$ cat src/rtl/io_pkg.sv
// Shared definitions for the I/O port responder: default widths and FSM state encoding.
package io_pkg;

   localparam int DATA_W_DEF   = 16;
   localparam int IN_DEPTH_DEF = 4;

   typedef enum logic [1:0] {
      IDLE,
      WAIT_IN,
      WAIT_OUT
   } state_t;

endpackage

$ cat src/rtl/io_fifo.sv
// Input buffer for the responder: power-of-two circular FIFO with occupancy counter.
module io_fifo
   import io_pkg::*;
#(
   parameter int DATA_W = DATA_W_DEF,
   parameter int DEPTH  = IN_DEPTH_DEF
) (
   input  logic                       clk,
   input  logic                       reset,
   input  logic                       push,
   input  logic                       pop,
   input  logic [DATA_W-1:0]          din,
   output logic [DATA_W-1:0]          dout,
   output logic                       full,
   output logic                       empty,
   output logic [$clog2(DEPTH):0]     count
);

   localparam int AW = $clog2(DEPTH);
   localparam int CW = AW + 1;

   logic [DATA_W-1:0] mem [DEPTH];
   logic [AW-1:0]     wr_ptr;
   logic [AW-1:0]     rd_ptr;

   // Storage carries no reset; only pointers and count define what is valid.
   always_ff @(posedge clk) begin
      if (push) begin
         mem[wr_ptr] <= din;
      end
   end

   always_ff @(posedge clk) begin
      if (!reset) begin
         wr_ptr <= '0;
         rd_ptr <= '0;
         count  <= '0;
      end else begin
         if (push) begin
            wr_ptr <= wr_ptr + 1'b1;
         end
         if (pop) begin
            rd_ptr <= rd_ptr + 1'b1;
         end
         case ({push, pop})
            2'b10:   count <= count + 1'b1;
            2'b01:   count <= count - 1'b1;
            default: count <= count;
         endcase
      end
   end

   assign dout  = mem[rd_ptr];
   assign full  = (count == CW'(DEPTH));
   assign empty = (count == '0);

endmodule

$ cat src/rtl/io_port_responder.sv
// Processor I/O port responder: stalls IN/OUT requests until the external channels can service them.
module io_port_responder
   import io_pkg::*;
#(
   parameter int DATA_W   = DATA_W_DEF,
   parameter int IN_DEPTH = IN_DEPTH_DEF
) (
   input  logic              clk,
   input  logic              reset,
   input  logic              io_en,
   input  logic              io_rd,
   input  logic              io_wr,
   input  logic [DATA_W-1:0] wdata,
   output logic [DATA_W-1:0] rdata,
   output logic              rd_valid,
   output logic              io_stall,
   input  logic              ext_in_valid,
   input  logic [DATA_W-1:0] ext_in_data,
   output logic              ext_in_ready,
   output logic              ext_out_valid,
   output logic [DATA_W-1:0] ext_out_data,
   input  logic              ext_out_ready
);

   localparam int CW = $clog2(IN_DEPTH) + 1;

   state_t            state;
   state_t            state_next;
   logic              pop;
   logic              push;
   logic              load_out;
   logic              stall_c;
   logic              in_full;
   logic              in_empty;
   logic              has_data;
   logic [CW-1:0]     in_count;
   logic [DATA_W-1:0] in_head;

   io_fifo #(
      .DATA_W (DATA_W),
      .DEPTH  (IN_DEPTH)
   ) u_fifo (
      .clk   (clk),
      .reset (reset),
      .push  (push),
      .pop   (pop),
      .din   (ext_in_data),
      .dout  (in_head),
      .full  (in_full),
      .empty (in_empty),
      .count (in_count)
   );

   assign has_data     = !in_empty && (in_count != '0);
   assign ext_in_ready = reset && (!in_full || pop);
   assign push         = ext_in_valid && ext_in_ready;
   assign io_stall     = reset && stall_c;

   always_ff @(posedge clk) begin
      if (!reset) begin
         state <= IDLE;
      end else begin
         state <= state_next;
      end
   end

   // IN takes priority over OUT; dropping io_en abandons any pending wait.
   always_comb begin
      state_next = state;
      pop        = 1'b0;
      load_out   = 1'b0;
      stall_c    = 1'b0;
      unique case (state)
         IDLE: begin
            if (io_en && io_rd) begin
               if (has_data) begin
                  pop = 1'b1;
               end else begin
                  stall_c    = 1'b1;
                  state_next = WAIT_IN;
               end
            end else if (io_en && io_wr) begin
               if (!ext_out_valid || ext_out_ready) begin
                  load_out = 1'b1;
               end else begin
                  stall_c    = 1'b1;
                  state_next = WAIT_OUT;
               end
            end
         end
         WAIT_IN: begin
            if (!io_en) begin
               state_next = IDLE;
            end else if (has_data) begin
               pop        = 1'b1;
               state_next = IDLE;
            end else begin
               stall_c = 1'b1;
            end
         end
         WAIT_OUT: begin
            if (!io_en) begin
               state_next = IDLE;
            end else if (ext_out_ready) begin
               load_out   = 1'b1;
               state_next = IDLE;
            end else begin
               stall_c = 1'b1;
            end
         end
         default: state_next = IDLE;
      endcase
   end

   always_ff @(posedge clk) begin
      if (!reset) begin
         rdata    <= '0;
         rd_valid <= 1'b0;
      end else begin
         rd_valid <= pop;
         if (pop) begin
            rdata <= in_head;
         end
      end
   end

   // A new OUT load wins over the handshake clearing valid in the same cycle.
   always_ff @(posedge clk) begin
      if (!reset) begin
         ext_out_valid <= 1'b0;
         ext_out_data  <= '0;
      end else if (load_out) begin
         ext_out_valid <= 1'b1;
         ext_out_data  <= wdata;
      end else if (ext_out_valid && ext_out_ready) begin
         ext_out_valid <= 1'b0;
      end
   end

endmodule

$ cat config.mk
export PLATFORM = sky130hd
export DESIGN_NAME = io_port_responder
export DESIGN_NICKNAME = d
export VERILOG_FILES = /design/src/rtl/io_pkg.sv /design/src/rtl/io_fifo.sv /design/src/rtl/io_port_responder.sv
export SDC_FILE = /design/constraint.sdc
export NUM_CORES = 1
export LEC_CHECK = 0
export ABC_AREA = 1
export BUFFER_PORTS_ARGS = -buffer_cell sky130_fd_sc_hd__buf_2
export CAP_MARGIN = 0
export CELL_PAD_IN_SITES_DETAIL_PLACEMENT = 1
export CELL_PAD_IN_SITES_GLOBAL_PLACEMENT = 2
export CORE_UTILIZATION = 37
export CTS_BUF_LIST = sky130_fd_sc_hd__clkbuf_4
export CTS_CLUSTER_SIZE = 40
export DETAILED_ROUTE_END_ITERATION = 6
export PLACE_DENSITY_LB_ADDON = 0.1
export RECOVER_POWER = 25
export SLEW_MARGIN = 10
export SYNTH_ARGS = -nofsm -noshare
export SYNTH_HDL_FRONTEND = slang
export SYNTH_SLANG_ARGS = --single-unit
export TNS_END_PERCENT = 50
$ cat constraint.sdc
create_clock -name clk -period 2.43 [get_ports clk]
set_input_delay 0.1215 -clock clk [delete_from_list [all_inputs] [get_ports clk]]
set_output_delay 0.1215 -clock clk [all_outputs]
set_load 0.02 [all_outputs]
==> metrics.txt, run 1 <==
Reg2Reg Depth=12; die width=between 100 and 150 um; routed via count=approximately 3200; row count=39; Layout area overhead=22.1%; fill count=~1300; post-layout min period=2.27 ns; Worst Hold End=ext_out_valid; crit start category=flip-flop; layout cell share with drive strength beyond 1=0.223; io pins=75; Routed WL=10100 um; PwrDens=a little under 700 nW/um^2; EDFF count, synth=64; syn_nets=~450; Slew @ Worst Pin=0.579 ns; clock buffer depth=2; Mapped Area=roughly 4300 um^2; CTS tree=built; register area=2790 um^2; first-pass GRT wire length=approximately 16000 um; Peak Freq=441 MHz; Starting Density=0.379; final setup fails=0; vias in the first global route=3216; initial antenna violation count=0; Peak supply drop=a little under 0.4 mV; Die ar.=~12000 um^2; CTS buffer count=9; R2R Path Start=state[0]; Final #Nets=roughly 560; M2 GR Usage=0.308; switch share=0.286; detailed-route DRC error count=0; internal power=approximately 2500 uW; DRT iter0 DRCs=approximately 140; top_reg_cell synth=edfxtp_1; part of the Yosys area used for sequential elements=0.646; Worst Path Max Fanout=4; leak pwr=~0.0021 uW; core area=approximately 11000 um^2; distinct cell type count after synthesis=34; Post-Synthesis Cells=400; Final Hold Fails=0; Worst setup EP type=flip-flop; Post-DRT Antenna Nets=0; met3 Use GR=0.0409; TritonRoute pass-1 iters=4; Root Driver=clkbuf_4; gr usage total=0.182; GRT overflow=0; Hold Crit Class=in2reg; Post-Place Cell Area=approximately 4800 um^2; final core utilization=0.462; largest net degree at the start of global routing=40; Avg WL per Cell=15.4 um; TritonCTS Sinks=107; footprint of the multi-input gates=about 1300 um^2; logic gate share of total power=0.159; Slew HR=0.614; number of diodes=0; synth warn=0; Avg Inst Size Synth=between 10 and 15 um^2; Max Cap Violations=0; Final HPWL DP=between 6000 and 7000 um; Worst EP arrival=about 2.7 ns; clock transition at the registers of the reported paths=approximately 0.16 ns; input/output buffers=74; clock network power share=0.263; critical path type=reg2reg; sw power=between 1000 and 1500 uW; Seq pwr share=0.578; post-route cell area=5260 um^2; Global Route met1 Usage=0.220; global route hottest layer=met2; WHS Path Cells=4; Seq cells post-synth=between 100 and 150; Slew Limit Fails=0; Die H=between 100 and 150 um; H-tree levels=3; Routability Congestion=about 0.79; reg-to-reg slack, setup=approximately 0.16 ns; asr flop ratio synth=0; vias per cell=between 4 and 5; run status=complete, no violations; clock insertion delay at the later pin of the skew report=around 0.48 ns; WP data required=2.82 ns; final critical-path share of the clock period=0.934; Final Skew=about 0.015 ns; Hold Path Origin=ext_out_ready; worst reg2reg path endpoint=u_fifo.count[2]
## metrics by stage
stage	hold WS [ns]	total power [uW]	std cells	worst slack [ns]	setup TNS [ns]
after global routing	0.0763	3760	658	-0.0154	-0.0154
after CTS	0.0175	3620	657	0.0690	0
after floorplan	0.220	2460	400	0.345	0
after detailed placement	0.340	2640	608	0.0723	0
final	0.0657	3570	658	0.160	0
after global placement	0.336	2620	608	0.256	0
## cells by family (layout without fill, tap and decap cells)
logic type | count (synthesis) | count (layout) | synth area share
compound gates | 96 | 96 | 0.121
simple gates | 144 | 144 | 0.147
buf+inv | 43 | 158 | 0.0552
flops | 107 | 107 | 0.646
fa+ha+maj | 10 | 10 | 0.0308
## cell usage in the layout, fill, tap and decap left out, drive strengths merged, types with 2 or more instances in the layout
| cell type | Yosys | layout |
|---|---|---|
| a21oi | 9 | 9 |
| buf | 14 | 70 |
| clkbuf | 4 | 23 |
| clkinv | 0 | 3 |
| dfxtp | 43 | 43 |
| dlygate4sd3 | 0 | 33 |
| edfxtp | 64 | 64 |
| ha | 9 | 9 |
| inv | 25 | 28 |
| nand2 | 19 | 19 |
| nand3 | 6 | 6 |
| nand4 | 4 | 4 |
| nor2 | 111 | 111 |
| nor3 | 2 | 2 |
| o21ai | 70 | 70 |
| o22ai | 16 | 16 |
## state kept, by name, indices dropped and copies added (netlist names)
register       cells
rd_valid           1
ext_out_data      16
ext_out_valid      1
u_fifo.wr_ptr      2
u_fifo.count       3
u_fifo.rd_ptr      2
state              2
rdata             16
u_fifo.mem        64
## layout make-up
class | instances | area share
sequential | 107 | 0.530
multi-input combinational | 250 | 0.246
timing repair buffer | 117 | 0.144
tap | 143 | 0.0340
inverter | 25 | 0.0193
clock inverter | 7 | 0.0138
clock buffer | 9 | 0.0129
## power by group through the flow
stage / combinational, uW / clock (uW) / sequential, uW
6_report: 566 / 938 / 2060
2_1_floorplan: 292 / 0 / 2170
5_1_grt: 634 / 1050 / 2080
3_5_place_dp: 532 / 0 / 2100
3_3_place_gp: 522 / 0 / 2100
4_1_cts: 576 / 979 / 2060
## per-layer routing
layer	routed length [um]	vias up
met2	5010	58
met3	307	19
li1	-	1591
met4	255	0
met1	4530	1525
met5	0	-
## worst max path at each step
stage	end	slack, ns	cells after the start	startpoint
2_1_floorplan	u_fifo.count[2]	0.35	14	state[0]
3_3_place_gp	u_fifo.count[2]	0.26	12	state[0]
3_5_place_dp	u_fifo.count[2]	0.07	12	state[0]
4_1_cts	u_fifo.count[2]	0.07	12	state[0]
5_1_grt	u_fifo.count[2]	-0.02	12	state[0]
6_report	u_fifo.count[2]	0.16	12	state[0]
## critical path, cell delays in order (launching register included)
cell and delay, ns:
dfxtp_2 0.38, inv_1 0.07, ha_1 0.24, nand3_2 0.12
nand4_1 0.15, nand3_4 0.14, ha_1 0.14, inv_1 0.07
fa_1 0.38, a21oi_1 0.16, o21ai_0 0.12, o21ai_0 0.17
a21oi_1 0.05
## synthesized netlist by cell type (4+ instances only)
master	count	area, um^2
ha_1	9	113
nand2_2	4	25.0
nand2_1	14	52.6
nor2_1	100	375
dfxtp_1	43	861
o21ai_1	17	85.1
buf_6	4	45.0
o21ai_0	52	260
buf_2	7	35.0
edfxtp_1	64	1920
a21oi_1	7	35.0
inv_1	20	75.1
nand3_1	4	20.0
nand4_1	4	25.0
nor2_2	10	62.6
o22ai_1	16	100
## what timing repair did
| item | CTS | global route |
|---|---|---|
| hold buffers | 33 | 0 |
| endpoints found under the setup margin | 0 | 1 |
| gates resized for setup | 0 | 3 |
| buffers inserted | 0 | 1 |
| hold endpoints to repair | 81 | 0 |
Power figures use the tool's default switching activity.
==> run 2: changes to the inputs <==
--- a/config.mk
+++ b/config.mk
@@ -13,3 +13,3 @@
 export CORE_UTILIZATION = 37
-export CTS_BUF_LIST = sky130_fd_sc_hd__clkbuf_4
+export CTS_BUF_LIST = sky130_fd_sc_hd__clkbuf_8
 export CTS_CLUSTER_SIZE = 40
==> constraint.sdc (replaced) <==
create_clock -name clk -period 2.43 [get_ports clk]
set_input_delay 0.486 -clock clk [delete_from_list [all_inputs] [get_ports clk]]
set_output_delay 0.486 -clock clk [all_outputs]
set_load 0.02 [all_outputs]
==> metrics.txt, run 2 (same netlist as run 1, synthesis figures left out) <==
run status=complete, no violations (unchanged); number of diodes=0 (unchanged); Peak supply drop=0.393 mV (was 0.392 mV); Slew @ Worst Pin=0.586 ns (was 0.579 ns); detailed-route DRC error count=0 (unchanged); vias in the first global route=3001 (was 3216); vias per cell=4.94 (was 4.85); Final Hold Fails=0 (unchanged); Slew HR=0.609 (was 0.614); row count=39 (unchanged); internal power=2550 uW (about the same); final core utilization=0.435 (was 0.462); Root Driver=clkbuf_8 (was clkbuf_4); layout cell share with drive strength beyond 1=0.234 (was 0.223); final setup fails=0 (unchanged); RSZ-0062 raised after global routing=no; Worst Path Max Fanout=19 (was 4); Final HPWL DP=6270 um (was 6360 um); WP data required=1.94 ns (was 2.82 ns); io pins=75 (unchanged); gr usage total=0.176 (was 0.182); Die ar.=12100 um^2 (unchanged); TritonCTS Sinks=107 (unchanged); setup ws final=0.153 ns (was 0.160 ns); CTS buffer count=9 (unchanged); clock buffer depth=2 (unchanged); Final Skew=0.00772 ns (was 0.0148 ns); Slew Limit Fails=0 (unchanged); sw power=1000 uW (was 1020 uW); Routed WL=9730 um (was 10100 um); Starting Density=0.379 (unchanged); H-tree levels=3 (unchanged); input/output buffers=74 (unchanged); initial antenna violation count=0 (unchanged); Post-Place Cell Area=4790 um^2 (about the same); Most flops, register=u_fifo.mem (unchanged); critical path type=reg2out (was reg2reg); fill count=1310 (was 1293); Die H=110 um (unchanged); clock insertion delay at the later pin of the skew report=0.37 ns (was 0.48 ns); die width=110 um (unchanged); Pwr Total=3560 uW (was 3570 uW); Hold-fix buffers, CTS=0 (was 33); commonest non-fill, non-tap cell in the layout=nor2_1 (unchanged); leak pwr=0.00196 uW (was 0.00210 uW); switch share=0.282 (was 0.286); post-placement worst setup slack=0.256 ns (was 0.0723 ns); TritonRoute pass-1 iters=4 (unchanged); most used cells in the layout excluding fill and tap cells=nor2_1, edfxtp_1, buf_2 (unchanged); final critical-path share of the clock period=0.937 (was 0.934); Routability Congestion=0.739 (was 0.793); CTS tree=built (unchanged); crit start category=flip-flop (unchanged); Seq pwr share=0.579 (was 0.578); logic gate share of total power=0.147 (was 0.159); GRT overflow=0 (unchanged); largest net degree at the start of global routing=34 (was 40); DRT iter0 DRCs=95 (was 136); clock transition at the registers of the reported paths=0.10 ns (was 0.16 ns); Peak Freq=439 MHz (was 441 MHz); Worst EP arrival=1.79 ns (was 2.66 ns); number of flip-flops in the largest register=64 (unchanged); Max Cap Violations=0 (unchanged); Hold Crit Class=in2reg (unchanged); first-pass GRT wire length=15600 um (was 16000 um); PwrDens=719 nW/um^2 (was 679 nW/um^2); core area=11400 um^2 (unchanged); Worst setup EP type=output pin (was flip-flop); Layout area overhead=15.0% (was 22.1%); Post-DRT Antenna Nets=0 (unchanged); post-route cell area=4950 um^2 (was 5260 um^2); Avg WL per Cell=15.6 um (was 15.4 um); clock network power share=0.274 (was 0.263); biggest regs=u_fifo.mem x64, ext_out_data x16, rdata x16 (unchanged); Sum Neg Setup Slack=0 ns (unchanged); routed via count=3089 (was 3193); Final #Nets=526 (was 559); post-layout min period=2.28 ns (was 2.27 ns)
run 2: changes by cell type in the layout (fill, tap and decap cells not counted), sizes merged:
cell	previous run	this run
clkinvlp	0	2
clkinv	3	4
bufinv	1	0
inv	28	26
dlygate4sd3	33	0
run 2: path summary, 6_finish.rpt:
check,start,to,slack [ns],depth (start not counted)
worst min register to register,state[0],state[0],0.49,2
worst max-delay path,state[1],ext_in_ready,0.15,8
worst min-delay path,wdata[1],ext_out_data[1],0.34,3
worst max register to register,state[1],u_fifo.count[2],0.29,13
run 2: worst max-delay path: stages, from the launching register on:
cell and delay (ns):
dfxtp_1 0.39, inv_1 0.08, ha_1 0.22, nand3_2 0.10
nand2_1 0.07, nand2_2 0.11, buf_8 0.19, a31oi_2 0.10
buf_2 0.17
run 2: area by class of cell:
class	instances	area, um^2	share of cell area
Sequential cell	107	2780	0.562
Multi-Input combinational cell	250	1280	0.260
Timing Repair Buffer	84	435	0.0879
Tap cell	143	179	0.0361
Clock buffer	9	124	0.0250
Inverter	25	101	0.0205
Clock inverter	7	42.5	0.00859
run 2: repair_timing:
item / in CTS / in global routing
setup buffers: 0 / 0
endpoints found under the setup margin: 1 / 2
pin swaps: 0 / 0
gates resized for setup: 1 / 2
gates cloned: 0 / 0
run 2: per-stage QoR:
| step | hold WS, ns | cells |
|---|---|---|
| CTS | 0.311 | 625 |
| global route | 0.326 | 625 |
| finish | 0.337 | 625 |
| global placement | 0.475 | 609 |
| detailed placement | 0.484 | 609 |
| floorplan | 0.474 | 400 |
run 2: metal layers:
metal | vias to the layer above | global-route usage | share of wire
met4 | 0 | 0.0752 | 0.020
met1 | 1498 | 0.231 | 0.47
li1 | 1522 | - | -
met5 | - | 0 | 0
met3 | 12 | 0.0326 | 0.030
met2 | 57 | 0.285 | 0.48
run 2: power groups by stage:
stage,Clock [uW],Sequential [uW],Combinational (uW)
after floorplan,0,2170,292
after global routing,1090,2070,592
after global placement,0,2100,523
after CTS,1010,2060,537
after detailed placement,0,2100,535
final,975,2060,522
